<file path="src/rtl/instr_fetch_unit_if.sv">
// Fetch-stage bus bundle: ROM port, shared-bus arbitration, branch redirect and decode handshake.
interface instr_fetch_unit_if;
    logic [7:0] rom_addr;
    logic       rom_re_bar;
    logic [7:0] rom_data;
    logic       mem_busy;
    logic       br_taken;
    logic [7:0] br_target;
    logic [7:0] instr;
    logic [7:0] instr_pc;
    logic       instr_valid;
    logic       instr_ready;
    logic [3:0] q_count;

    modport master (
        output rom_addr, rom_re_bar, instr, instr_pc, instr_valid, q_count,
        input  rom_data, mem_busy, br_taken, br_target, instr_ready
    );

    modport slave (
        input  rom_addr, rom_re_bar, instr, instr_pc, instr_valid, q_count,
        output rom_data, mem_busy, br_taken, br_target, instr_ready
    );
endinterface

</file>
<file path="src/rtl/instr_fetch_unit.sv">
// Instruction fetch stage: fetch PC, ROM read issue, prefetch queue and branch redirect
// for the infinity_mp 8-bit core.
module instr_fetch_unit #(
    parameter int unsigned DEPTH    = 2,
    parameter logic [7:0]  RESET_PC = 8'h00
) (
    input  logic                  clk,
    input  logic                  rst_bar,
    instr_fetch_unit_if.master    bus
);
    localparam int unsigned AW        = (DEPTH > 1) ? $clog2(DEPTH) : 1;
    localparam logic [3:0]  DEPTH_CNT = 4'(DEPTH);

    localparam logic [1:0] S_BOOT     = 2'd0;
    localparam logic [1:0] S_RUN      = 2'd1;
    localparam logic [1:0] S_REDIRECT = 2'd2;

    logic [1:0]    state;
    logic [1:0]    state_nxt;
    logic [7:0]    fetch_pc;
    logic [AW-1:0] rd_ptr;
    logic [AW-1:0] wr_ptr;
    logic [3:0]    count;
    logic [7:0]    data_mem [DEPTH];
    logic [7:0]    pc_mem   [DEPTH];

    logic          not_empty;
    logic          valid;
    logic          deq;
    logic          fetch;

    // Handshake and fetch qualification; a taken branch kills both in the same cycle.
    assign not_empty = (count != 4'd0);
    assign valid     = not_empty & ~bus.br_taken;
    assign deq       = valid & bus.instr_ready;
    assign fetch     = (state == S_RUN) & ~bus.mem_busy & ~bus.br_taken
                       & ((count < DEPTH_CNT) | deq);

    assign bus.rom_addr    = fetch_pc;
    assign bus.rom_re_bar  = ~fetch;
    assign bus.instr_valid = valid;
    assign bus.instr       = not_empty ? data_mem[rd_ptr] : 8'h00;
    assign bus.instr_pc    = not_empty ? pc_mem[rd_ptr]   : 8'h00;
    assign bus.q_count     = count;

    always_ff @(posedge clk or negedge rst_bar) begin
        if (!rst_bar) state <= S_BOOT;
        else          state <= state_nxt;
    end

    always_comb begin
        state_nxt = state;
        case (state)
            S_BOOT:     state_nxt = S_RUN;
            S_RUN:      state_nxt = S_RUN;
            S_REDIRECT: state_nxt = S_RUN;
            default:    state_nxt = S_BOOT;
        endcase
        if (bus.br_taken) state_nxt = S_REDIRECT;
    end

    // Fetch PC: redirect wins over sequential increment; wraps mod 256.
    always_ff @(posedge clk or negedge rst_bar) begin
        if (!rst_bar) begin
            fetch_pc <= RESET_PC;
        end else if (bus.br_taken) begin
            fetch_pc <= bus.br_target;
        end else if (fetch) begin
            fetch_pc <= fetch_pc + 8'd1;
        end
    end

    // Queue pointers and occupancy; flush discards any same-cycle push or pop.
    always_ff @(posedge clk or negedge rst_bar) begin
        if (!rst_bar) begin
            rd_ptr <= '0;
            wr_ptr <= '0;
            count  <= 4'd0;
        end else if (bus.br_taken) begin
            rd_ptr <= '0;
            wr_ptr <= '0;
            count  <= 4'd0;
        end else begin
            if (fetch) wr_ptr <= wr_ptr + AW'(1);
            if (deq)   rd_ptr <= rd_ptr + AW'(1);
            case ({fetch, deq})
                2'b10:   count <= count + 4'd1;
                2'b01:   count <= count - 4'd1;
                default: count <= count;
            endcase
        end
    end

    // Storage needs no reset: outputs are muxed to zero while the queue is empty.
    always_ff @(posedge clk) begin
        if (fetch) begin
            data_mem[wr_ptr] <= bus.rom_data;
            pc_mem[wr_ptr]   <= fetch_pc;
        end
    end
endmodule

</file>
<file path="src/flat_wrapper.sv">
// flat-port wrapper written by rule: the top's interface ports become plain ports
module instr_fetch_unit_flat 
#(
    parameter int unsigned DEPTH    = 2,
    parameter logic [7:0]  RESET_PC = 8'h00
)
  (clk, rst_bar, bus_rom_addr, bus_rom_re_bar, bus_instr, bus_instr_pc, bus_instr_valid, bus_q_count, bus_rom_data, bus_mem_busy, bus_br_taken, bus_br_target, bus_instr_ready);
  instr_fetch_unit_if bus_i ();
  input  logic clk;
  input  logic rst_bar;
  output wire logic [$bits(bus_i.rom_addr)-1:0] bus_rom_addr;
  output wire logic [$bits(bus_i.rom_re_bar)-1:0] bus_rom_re_bar;
  output wire logic [$bits(bus_i.instr)-1:0] bus_instr;
  output wire logic [$bits(bus_i.instr_pc)-1:0] bus_instr_pc;
  output wire logic [$bits(bus_i.instr_valid)-1:0] bus_instr_valid;
  output wire logic [$bits(bus_i.q_count)-1:0] bus_q_count;
  input wire logic [$bits(bus_i.rom_data)-1:0] bus_rom_data;
  input wire logic [$bits(bus_i.mem_busy)-1:0] bus_mem_busy;
  input wire logic [$bits(bus_i.br_taken)-1:0] bus_br_taken;
  input wire logic [$bits(bus_i.br_target)-1:0] bus_br_target;
  input wire logic [$bits(bus_i.instr_ready)-1:0] bus_instr_ready;
  assign bus_rom_addr = bus_i.rom_addr;
  assign bus_rom_re_bar = bus_i.rom_re_bar;
  assign bus_instr = bus_i.instr;
  assign bus_instr_pc = bus_i.instr_pc;
  assign bus_instr_valid = bus_i.instr_valid;
  assign bus_q_count = bus_i.q_count;
  assign bus_i.rom_data = bus_rom_data;
  assign bus_i.mem_busy = bus_mem_busy;
  assign bus_i.br_taken = bus_br_taken;
  assign bus_i.br_target = bus_br_target;
  assign bus_i.instr_ready = bus_instr_ready;
  instr_fetch_unit #(.DEPTH(DEPTH), .RESET_PC(RESET_PC)) u_core (.clk(clk), .rst_bar(rst_bar), .bus(bus_i));
endmodule
</file>
<file path="config.mk">
export PLATFORM = sky130hd
export DESIGN_NAME = instr_fetch_unit_flat
export DESIGN_NICKNAME = d
export VERILOG_FILES = /design/src/rtl/instr_fetch_unit_if.sv /design/src/rtl/instr_fetch_unit.sv /design/src/flat_wrapper.sv
export SDC_FILE = /design/constraint.sdc
export NUM_CORES = 1
export LEC_CHECK = 0
export CORE_MARGIN = 3
export CORE_UTILIZATION = 55
export CTS_BUF_LIST = sky130_fd_sc_hd__clkbuf_2 sky130_fd_sc_hd__clkbuf_4 sky130_fd_sc_hd__clkbuf_8
export DETAILED_ROUTE_END_ITERATION = 7
export PLACE_DENSITY = 0.87
export SETUP_SLACK_MARGIN = 0.1
export SYNTH_ARGS = -nofsm -noshare
export SYNTH_HDL_FRONTEND = slang
export SYNTH_SLANG_ARGS = --single-unit
export TNS_END_PERCENT = 1
</file>
<file path="constraint.sdc">
create_clock -name clk -period 6.2 [get_ports clk]
set_input_delay 1.24 -clock clk [delete_from_list [all_inputs] [get_ports clk]]
set_output_delay 1.24 -clock clk [all_outputs]
set_load 0.03 [all_outputs]
</file>
# Yosys cells after proc, flatten, opt, wreduce, memory -nomap -nowiden
# Memories as Yosys holds them, arrays and structs flattened.
# Cells that the tools add are included.
# classes
addsub	5
magnitude_cmp	1
eq_ne	4
muxes	14
bitwise_logic	9
reduce_logical	6
# op_table
op	n
$mux W8	4
$add A8 B1 Y8 const B	1
$pmux W4 S2	1
$mux W1	7
$and A1 B1 Y1	5
$add A4 B1 Y4 const B	1
$eq A2 B1 Y1 const B	2
$eq A2 B2 Y1 const B	2
$lt A4 B2 Y1 const B	1
$mux W4	1
$reduce_bool A2 Y1	2
$reduce_bool A4 Y1	1
$sub A4 B1 Y4 const B	1
$not A1 Y1	3
$reduce_bool A3 Y1	1
$reduce_or A3 Y1	1
$add A1 B1 Y1 const B	2
$logic_not A2 Y1	1
$mux W2	1
$or A1 B1 Y1	1
# word_totals
regBits	16
ram_bits	32
in_bits	21
out_inout_bits	30
word_cells	46
mem_count	2
# memory_table
memory	depth	width	read_ports	rd_clocked_by_memory_dff	wr	line	rtl
u_core.data_mem	2	8	1	0	1	instr_fetch_unit.sv:24	logic [7:0] data_mem [DEPTH];
u_core.pc_mem	2	8	1	0	1	instr_fetch_unit.sv:25	logic [7:0] pc_mem [DEPTH];

# Depth between registers and ports, before layout
# Gate-level depths: netlist of run 1.
# logic_depth
depth_word	8
mapped_depth	9
ltp_nobuf	8

# Worst setup path after synthesis of run 1
# Ideal clock, no wire load.
# synth_path
path_type	input to output
startpoint	in bus_br_taken
endpoint	out bus_instr_valid
arrival_ns	2.228
t_required_ns	4.960
setup_slack_ns	2.732
cell_stages	4
n_path_buf	3
cell_sequence	buf_2 > clkbuf_1 > clkbuf_1 > nor2_1
# synth_via
elab_chain_cells	2
# synth_rtl
element	line	rtl
from (decl)	flat_wrapper.sv:19	input wire logic [$bits(bus_i.br_taken)-1:0] bus_br_taken;
$not A1 Y1	instr_fetch_unit.sv:34	assign valid = not_empty & ~bus.br_taken;
$and A1 B1 Y1	instr_fetch_unit.sv:34	
to (decl)	flat_wrapper.sv:15	output wire logic [$bits(bus_i.instr_valid)-1:0] bus_instr_valid;
# Every way passes these cells.

# Worst setup path in the final report of run 1
# layout_path
startpoint	in bus_br_taken
endpoint	out bus_rom_re_bar
# layout_via
elab_chain_cells	6
elab_cells_between_ends	7
classes_between	bitwise: 7
# layout_rtl
element	line	rtl
$not A1 Y1 *	instr_fetch_unit.sv:34, instr_fetch_unit.sv:36	
$and A1 B1 Y1	instr_fetch_unit.sv:34	
$and A1 B1 Y1	instr_fetch_unit.sv:35	assign deq = valid & bus.instr_ready;
$or A1 B1 Y1	instr_fetch_unit.sv:37	& ((count < DEPTH_CNT) | deq);
$and A1 B1 Y1 *	instr_fetch_unit.sv:37	
$not A1 Y1 *	instr_fetch_unit.sv:40	assign bus.rom_re_bar = ~fetch;
to (decl)	flat_wrapper.sv:12	output wire logic [$bits(bus_i.rom_re_bar)-1:0] bus_rom_re_bar;
# Every way passes the cells marked *; elsewhere a longest branch is shown, timed or not.

==> flow_metrics.py, run 1 <==
metrics = {
    "outcome": {
        "status": "finished clean",
    },
    "worst_setup_path": {
        "reg2reg_slack_ns": 3.50,
        "critPathKind": "input port to primary output",
        "worst-path-max-fanout": 18,
        "reg2reg_depth": 8,
        "r2r_start": "u_core.bus.q_count[1]",
        "critPathCaptureType": "primary output",
        "crit_path_start_kind": "input port",
        "cp.required_ns": 4.96,
        "crit_arrival_ns": 3.25,
        "rr_endpoint": "u_core.bus.q_count[3]",
    },
    "pwr": {
        "p_clk_frac": 0.155,
        "peakVddDrop_v": 0.0002353,
        "total_power_mw": 1.146,
        "p_switching_mw": 0.4529,
        "p_leak_nw": 1.118,
        "power_frac_comb": 0.468,
        "p_per_area_nw_per_um2": 400.3,
        "p_int_mw": 0.6929,
        "p_seq_frac": 0.377,
        "swShare": 0.3953,
    },
    "sta": {
        "period_needed_ns": 4.491,
        "max_freq_ghz": 0.2227,
        "rsz0062_at_grt": "false",
        "finalWorstSetupSlack_ns": 1.709,
        "fin_crit_sh": 0.7243,
        "setup_viol": 0,
        "tns_ns": 0,
        "worst_pin_slew_ns": 0.9047,
        "finalHoldViolCount": 0,
        "slew_violations": 0,
        "clock_skew_ns": 0.006417,
        "relSlewSlack": 0.3969,
        "holdWs_ns": 0.5251,
    },
    "synthesis": {
        "syn-cell-area_um2": 2218,
        "netlist.area_leader.share": 0.4332,
        "synthesis.nets": 190,
        "ys_seq_area_frac": 0.6136,
        "yosysTopAreaCell": "edfxtp_1",
        "ys.warnings.count": 0,
        "syn_inst": 166,
        "synth.distinct_cells": 40,
        "synth-seq-cells": 48,
        "synth_area_per_cell_um2": 13.36,
        "synthTopCellsByArea": "edfxtp_1 (43%), dfrtp_1 (18%), mux2i_1 (9.5%)",
    },
    "floorplanning": {
        "rows": 22,
        "ios": 51,
        "core-area_um2": 3771,
        "start_util": 0.5883,
        "die-height_um": 69.51,
        "die_x_um": 69.51,
        "die_area_um2": 4832,
    },
    "detailed_routing": {
        "drt_first_pass_iters": 4,
        "via_per_inst": 5.781,
        "dr.max_layer_used": "met4",
        "wl_per_cell_um": 16.51,
        "finalWirelength_um": 4442,
        "drt_iter0_markers": 48,
        "dr_wl_met2_um": 2300,
        "vias": 1555,
        "wl_met3_um": 276,
        "drtAntennaViolNets": 0,
        "wl_met1_um": 1781,
        "drc_errors": 0,
    },
    "cts": {
        "clk_pin_slew_ns": 0.07,
        "post_cts_buffers": 0,
        "cts_buffers": 5,
        "htree_levels": 2,
        "cts_hold_buf": 0,
        "clockBufferDepth": 2,
        "ctsResizeCount": 0,
        "cts.sinks": 48,
        "clk_latency_ns": 0.30,
        "cts-root-buf": "clkbuf_8",
        "cts_tree": "yes",
    },
    "hold_path": {
        "hold_depth": 1,
        "hold_end": "u_core.state[0]",
        "hold_class": "flip-flop to flip-flop",
        "min-delay-start": "u_core.state[0]",
    },
    "layout": {
        "regArea_um2": 1361,
        "final_nets": 244,
        "fin_cells": 269,
        "area_delta_synth_final_pct": 29.05,
        "fillCellCount": 225,
        "drive_gt1_frac": 0.1086,
        "diodes": 0,
        "multiInputGateArea_um2": 800.8,
    },
    "grt": {
        "grt_pass1_wl_um": 7472,
        "grt_pass1_vias": 1548,
        "track_usage": 0.1970,
        "grt_antenna_before_repair": 0,
        "grt_max_degree": 21,
        "overflow": 0,
    },
    "place": {
        "post-place-ws_ns": 1.734,
        "portBuffers": 50,
        "gp_congestion": 1.082,
        "hpwl_um": 3239,
        "dp_cells": 261,
    },
    "flow_run": {
        "drv_cap": 0,
    },
}
## area by class of cell
cell class,count,share of cell area
Clock inverter,2,0.003934
Multi-Input combinational cell,106,0.2797
Clock buffer,6,0.02666
Inverter,4,0.005245
Tap cell,48,0.02098
Sequential cell,48,0.4755
Timing Repair Buffer,55,0.1879
## state kept, by name, indices dropped and copies added, names as in the netlist
signal,flops
u_core.bus.q_count,4
u_core.pc_mem,16
u_core.wr_ptr,1
u_core.state,2
u_core.data_mem,16
u_core.rd_ptr,1
u_core.bus.rom_addr,8
## cells in the mapped netlist
| cell | count |
|---|---|
| o31ai_1 | 1 |
| xor2_1 | 1 |
| mux2_1 | 2 |
| a31oi_1 | 3 |
| and2_1 | 1 |
| buf_2 | 3 |
| o21a_1 | 1 |
| o211a_1 | 1 |
| nor2b_1 | 2 |
| nor2_1 | 22 |
| a211oi_1 | 1 |
| a21oi_1 | 3 |
| and4_4 | 1 |
| nor4_1 | 1 |
| o21ai_2 | 2 |
| o32ai_1 | 1 |
| ha_1 | 3 |
| nor3_2 | 1 |
| nor3b_1 | 3 |
| or4b_4 | 1 |
| dfrtp_1 | 16 |
| a221o_1 | 6 |
| nor3_1 | 3 |
| and2_4 | 1 |
| o21ai_0 | 2 |
| nand2_1 | 5 |
| or4_4 | 1 |
| and3_1 | 2 |
| nor4b_4 | 1 |
| inv_1 | 4 |
| edfxtp_1 | 32 |
| nand3_1 | 4 |
| clkbuf_1 | 4 |
| a21o_1 | 3 |
| xnor2_1 | 2 |
| mux2_2 | 2 |
| a31o_2 | 1 |
| buf_6 | 1 |
| mux2i_1 | 21 |
| nor4_2 | 1 |
## critical path, stage by stage
cell	delay, ns
clkdlybuf4s50_1	0.70
nor2b_1	0.20
o21ai_2	0.14
buf_4	0.25
clkdlybuf4s50_1	0.72
## cell usage in the layout, fill, tap and decap left out, types with 2 or more instances in the layout
| cell type | instances |
|---|---|
| nor2_1 | 22 |
| o21ai_0 | 2 |
| a21o_1 | 3 |
| a31oi_1 | 3 |
| a221o_1 | 6 |
| mux2_2 | 2 |
| edfxtp_1 | 32 |
| dfrtp_1 | 16 |
| clkbuf_8 | 5 |
| nor2b_1 | 2 |
| xnor2_1 | 2 |
| and3_1 | 2 |
| nor3_1 | 3 |
| clkdlybuf4s50_1 | 50 |
| o21ai_2 | 2 |
| buf_4 | 5 |
| mux2_1 | 2 |
| mux2i_1 | 21 |
| nor3b_1 | 3 |
| ha_1 | 3 |
| inv_1 | 4 |
| a21oi_1 | 3 |
| nand3_1 | 4 |
| nand2_1 | 5 |
## cells by family after synthesis
kind of cell	share of synthesized area
and+or+nand+nor	0.1297
AOI/OAI and AO/OA	0.08743
muxes	0.1151
xor gates and xnor gates	0.01185
DFF	0.6136
buffers and inverters	0.02537
adders and majority gates	0.01692
## power groups by stage
stage / Combinational [mW] / Sequential (mW) / Clock, mW
detailed placement: 0.539 / 0.438 / 0
global placement: 0.524 / 0.435 / 0
finish: 0.537 / 0.432 / 0.177
floorplan: 0.326 / 0.439 / 0
CTS: 0.540 / 0.431 / 0.182
global route: 0.568 / 0.438 / 0.193
## metrics by stage
stage	utilization	instance area, µm²
global route	0.7591	2863
global placement	0.7359	2775
detailed placement	0.7359	2775
floorplan	-	2218
finish	0.7591	2863
CTS	0.7591	2863
## worst max path at each step
| stage | start | end | slack, ns |
|---|---|---|---|
| after floorplan | bus_br_taken | bus_instr_valid | 2.73 |
| after global placement | bus_br_taken | bus_rom_re_bar | 1.81 |
| after detailed placement | bus_br_taken | bus_rom_re_bar | 1.73 |
| after CTS | bus_br_taken | bus_rom_re_bar | 1.73 |
| after global routing | bus_br_taken | bus_rom_re_bar | 1.60 |
| final | bus_br_taken | bus_rom_re_bar | 1.71 |
## per-layer routing
layer  up-vias  global-route usage
li1        728                   -
met1       757              0.2451
met2        60              0.3390
met3        10             0.04058
met4         0             0.07158
met5         -                   0
Power figures use the tool's default switching activity.
==> inputs of run 2 (changes only) <==
- CORE_UTILIZATION: 55 -> 52
- PLACE_DENSITY: 0.87 -> 0.82
- clock period: 6.2 -> 4.3 ns (I/O delays scaled with it)
==> run 2 against run 1 <==
Final cell count up 1.1%. Combinational power up 44%. Utilization down 4.7 points. Die area up 5.3%. Via count down 1.6%. Non-clock buffer count up 1. Sequential share of layout area down 0.43 points. Sequential power up 45%. Largest power group unchanged.
==> flow_metrics.py, run 2 (synthesis results as in run 1) <==
metrics = {
    "worst_setup_path": {
        "crit_path_max_incr_delay_ns": 0.66,
        "critPathCaptureType": "flip-flop",
        "cp.required_ns": 4.49,
        "cp_common_cell": "a31oi_1",
        "critPathKind": "input port to flip-flop",
        "crit_path_start_kind": "input port",
        "crit_slowest_cell": "clkdlybuf4s50_1",
        "crit_arrival_ns": 3.54,
        "worst-path-max-fanout": 12,
        "reg2reg_depth": 8,
        "worstPathCellList": "clkdlybuf4s50_1 -> or4b_4 -> nand3_1 -> inv_1 -> ha_1 -> a31oi_1 -> a31oi_1 -> o21a_1 -> o32ai_1",
    },
    "cts": {
        "post_cts_buffers": 0,
        "htree_levels": 2,
        "cts-root-buf": "clkbuf_8",
        "ctsResizeCount": 0,
        "clockBufferDepth": 2,
        "cts_tree": "yes",
        "cts_buffers": 5,
        "clk_pin_slew_ns": 0.08,
        "cts.sinks": 48,
        "clk_latency_ns": 0.29,
        "cts_hold_buf": 0,
    },
    "place": {
        "post-place-ws_ns": 0.6350,
        "hpwl_um": 3345,
        "gp_congestion": 0.7850,
        "portBuffers": 50,
    },
    "grt": {
        "busiest_layer": "met2",
        "track_usage": 0.1900,
        "grt_pass1_vias": 1617,
        "grt_max_degree": 19,
        "grtUsageMet1": 0.2441,
        "use_met2": 0.3286,
        "grt_antenna_before_repair": 0,
        "met3_usage": 0.04208,
        "overflow": 0,
        "grt_pass1_wl_um": 7534,
    },
    "detailed_routing": {
        "drtAntennaViolNets": 0,
        "drc_errors": 0,
        "drt_first_pass_iters": 4,
        "drt_iter0_markers": 71,
        "wl_per_cell_um": 16.92,
        "finalWirelength_um": 4601,
        "vias": 1530,
        "via_per_inst": 5.625,
    },
    "pwr": {
        "p_leak_nw": 1.134,
        "p_per_area_nw_per_um2": 590.8,
        "peakVddDrop_v": 0.0002972,
    },
    "floorplanning": {
        "ios": 51,
        "rows": 23,
        "die_x_um": 71.32,
        "start_util": 0.5467,
        "die_area_um2": 5086,
        "core-area_um2": 4058,
        "die-height_um": 71.32,
    },
    "layout": {
        "layout_commonest_cell": "clkdlybuf4s50_1",
        "area_delta_synth_final_pct": 30.23,
        "layout.cells.most_common_list": "clkdlybuf4s50_1 (49), edfxtp_1 (32), nor2_1 (22)",
        "diodes": 0,
        "drive_gt1_frac": 0.1126,
        "final_nets": 245,
        "fillCellCount": 257,
    },
    "sta": {
        "max_freq_ghz": 0.2985,
        "finalHoldViolCount": 0,
        "period_needed_ns": 3.350,
        "slew_violations": 0,
        "tns_ns": 0,
        "setup_viol": 0,
        "worst_pin_slew_ns": 0.9164,
        "relSlewSlack": 0.3891,
        "rsz0062_at_grt": "false",
        "clock_skew_ns": 0.005910,
        "finalWorstSetupSlack_ns": 0.9496,
        "fin_crit_sh": 0.7792,
    },
    "flow_run": {
        "drv_cap": 0,
    },
    "hold_path": {
        "hold_class": "flip-flop to flip-flop",
        "hold_depth": 1,
    },
    "outcome": {
        "status": "finished clean",
    },
}
run 2: critical path, delay by kind of cell:
kind / cells / cell delay (ns)
simple gates: 2 / 0.83
compound gates: 4 / 0.78
buf+inv: 2 / 0.74
fa+ha+maj: 1 / 0.32
run 2: per-layer routing:
layer  vias to the layer above  wire length (µm)
met5                         -                 0
met4                         0                19
met3                         2               175
met2                        42              2428
met1                       751              1977
li1                        735                 -
run 2: layout make-up:
class / count / area (µm²) / share of cell area
sequential: 48 / 1361 / 0.4712
multi-input combinational: 106 / 800.8 / 0.2772
timing repair buffer: 56 / 543.0 / 0.1880
clock buffer: 5 / 68.82 / 0.02382
tap: 50 / 62.56 / 0.02165
clock inverter: 3 / 37.54 / 0.01299
inverter: 4 / 15.01 / 0.005197
run 2: report_power, final:
part           total (mW)  internal [mW]  switching, mW
Clock               0.306          0.169          0.137
Sequential          0.626          0.531         0.0948
Combinational       0.775          0.349          0.426
run 2: final timing paths:
| check | start | end | slack (ns) |
|---|---|---|---|
| max | bus_br_taken | u_core.bus.q_count[3] | 0.95 |
| min | u_core.state[0] | u_core.state[0] | 0.49 |
| max reg2reg | u_core.bus.q_count[1] | u_core.bus.q_count[3] | 1.68 |
| min reg2reg | u_core.state[0] | u_core.state[0] | 0.49 |
| max in group asynchronous | rst_bar | u_core.wr_ptr | 2.84 |
| min in group asynchronous | rst_bar | u_core.bus.q_count[3] | 1.00 |
run 2: stage by stage:
step | util | hold WS (ns) | total power [mW] | instance area, µm² | cells
3_3_place_gp | 0.6858 | 0.4576 | 1.389 | 2783 | 264
4_1_cts | 0.7120 | 0.4933 | 1.724 | 2889 | 272
6_report | 0.7120 | 0.4936 | 1.707 | 2889 | 272
5_1_grt | 0.7120 | 0.5122 | 1.797 | 2889 | 272
2_1_floorplan | - | 0.4391 | 1.103 | 2218 | 166
3_5_place_dp | 0.6858 | 0.4826 | 1.414 | 2783 | 264
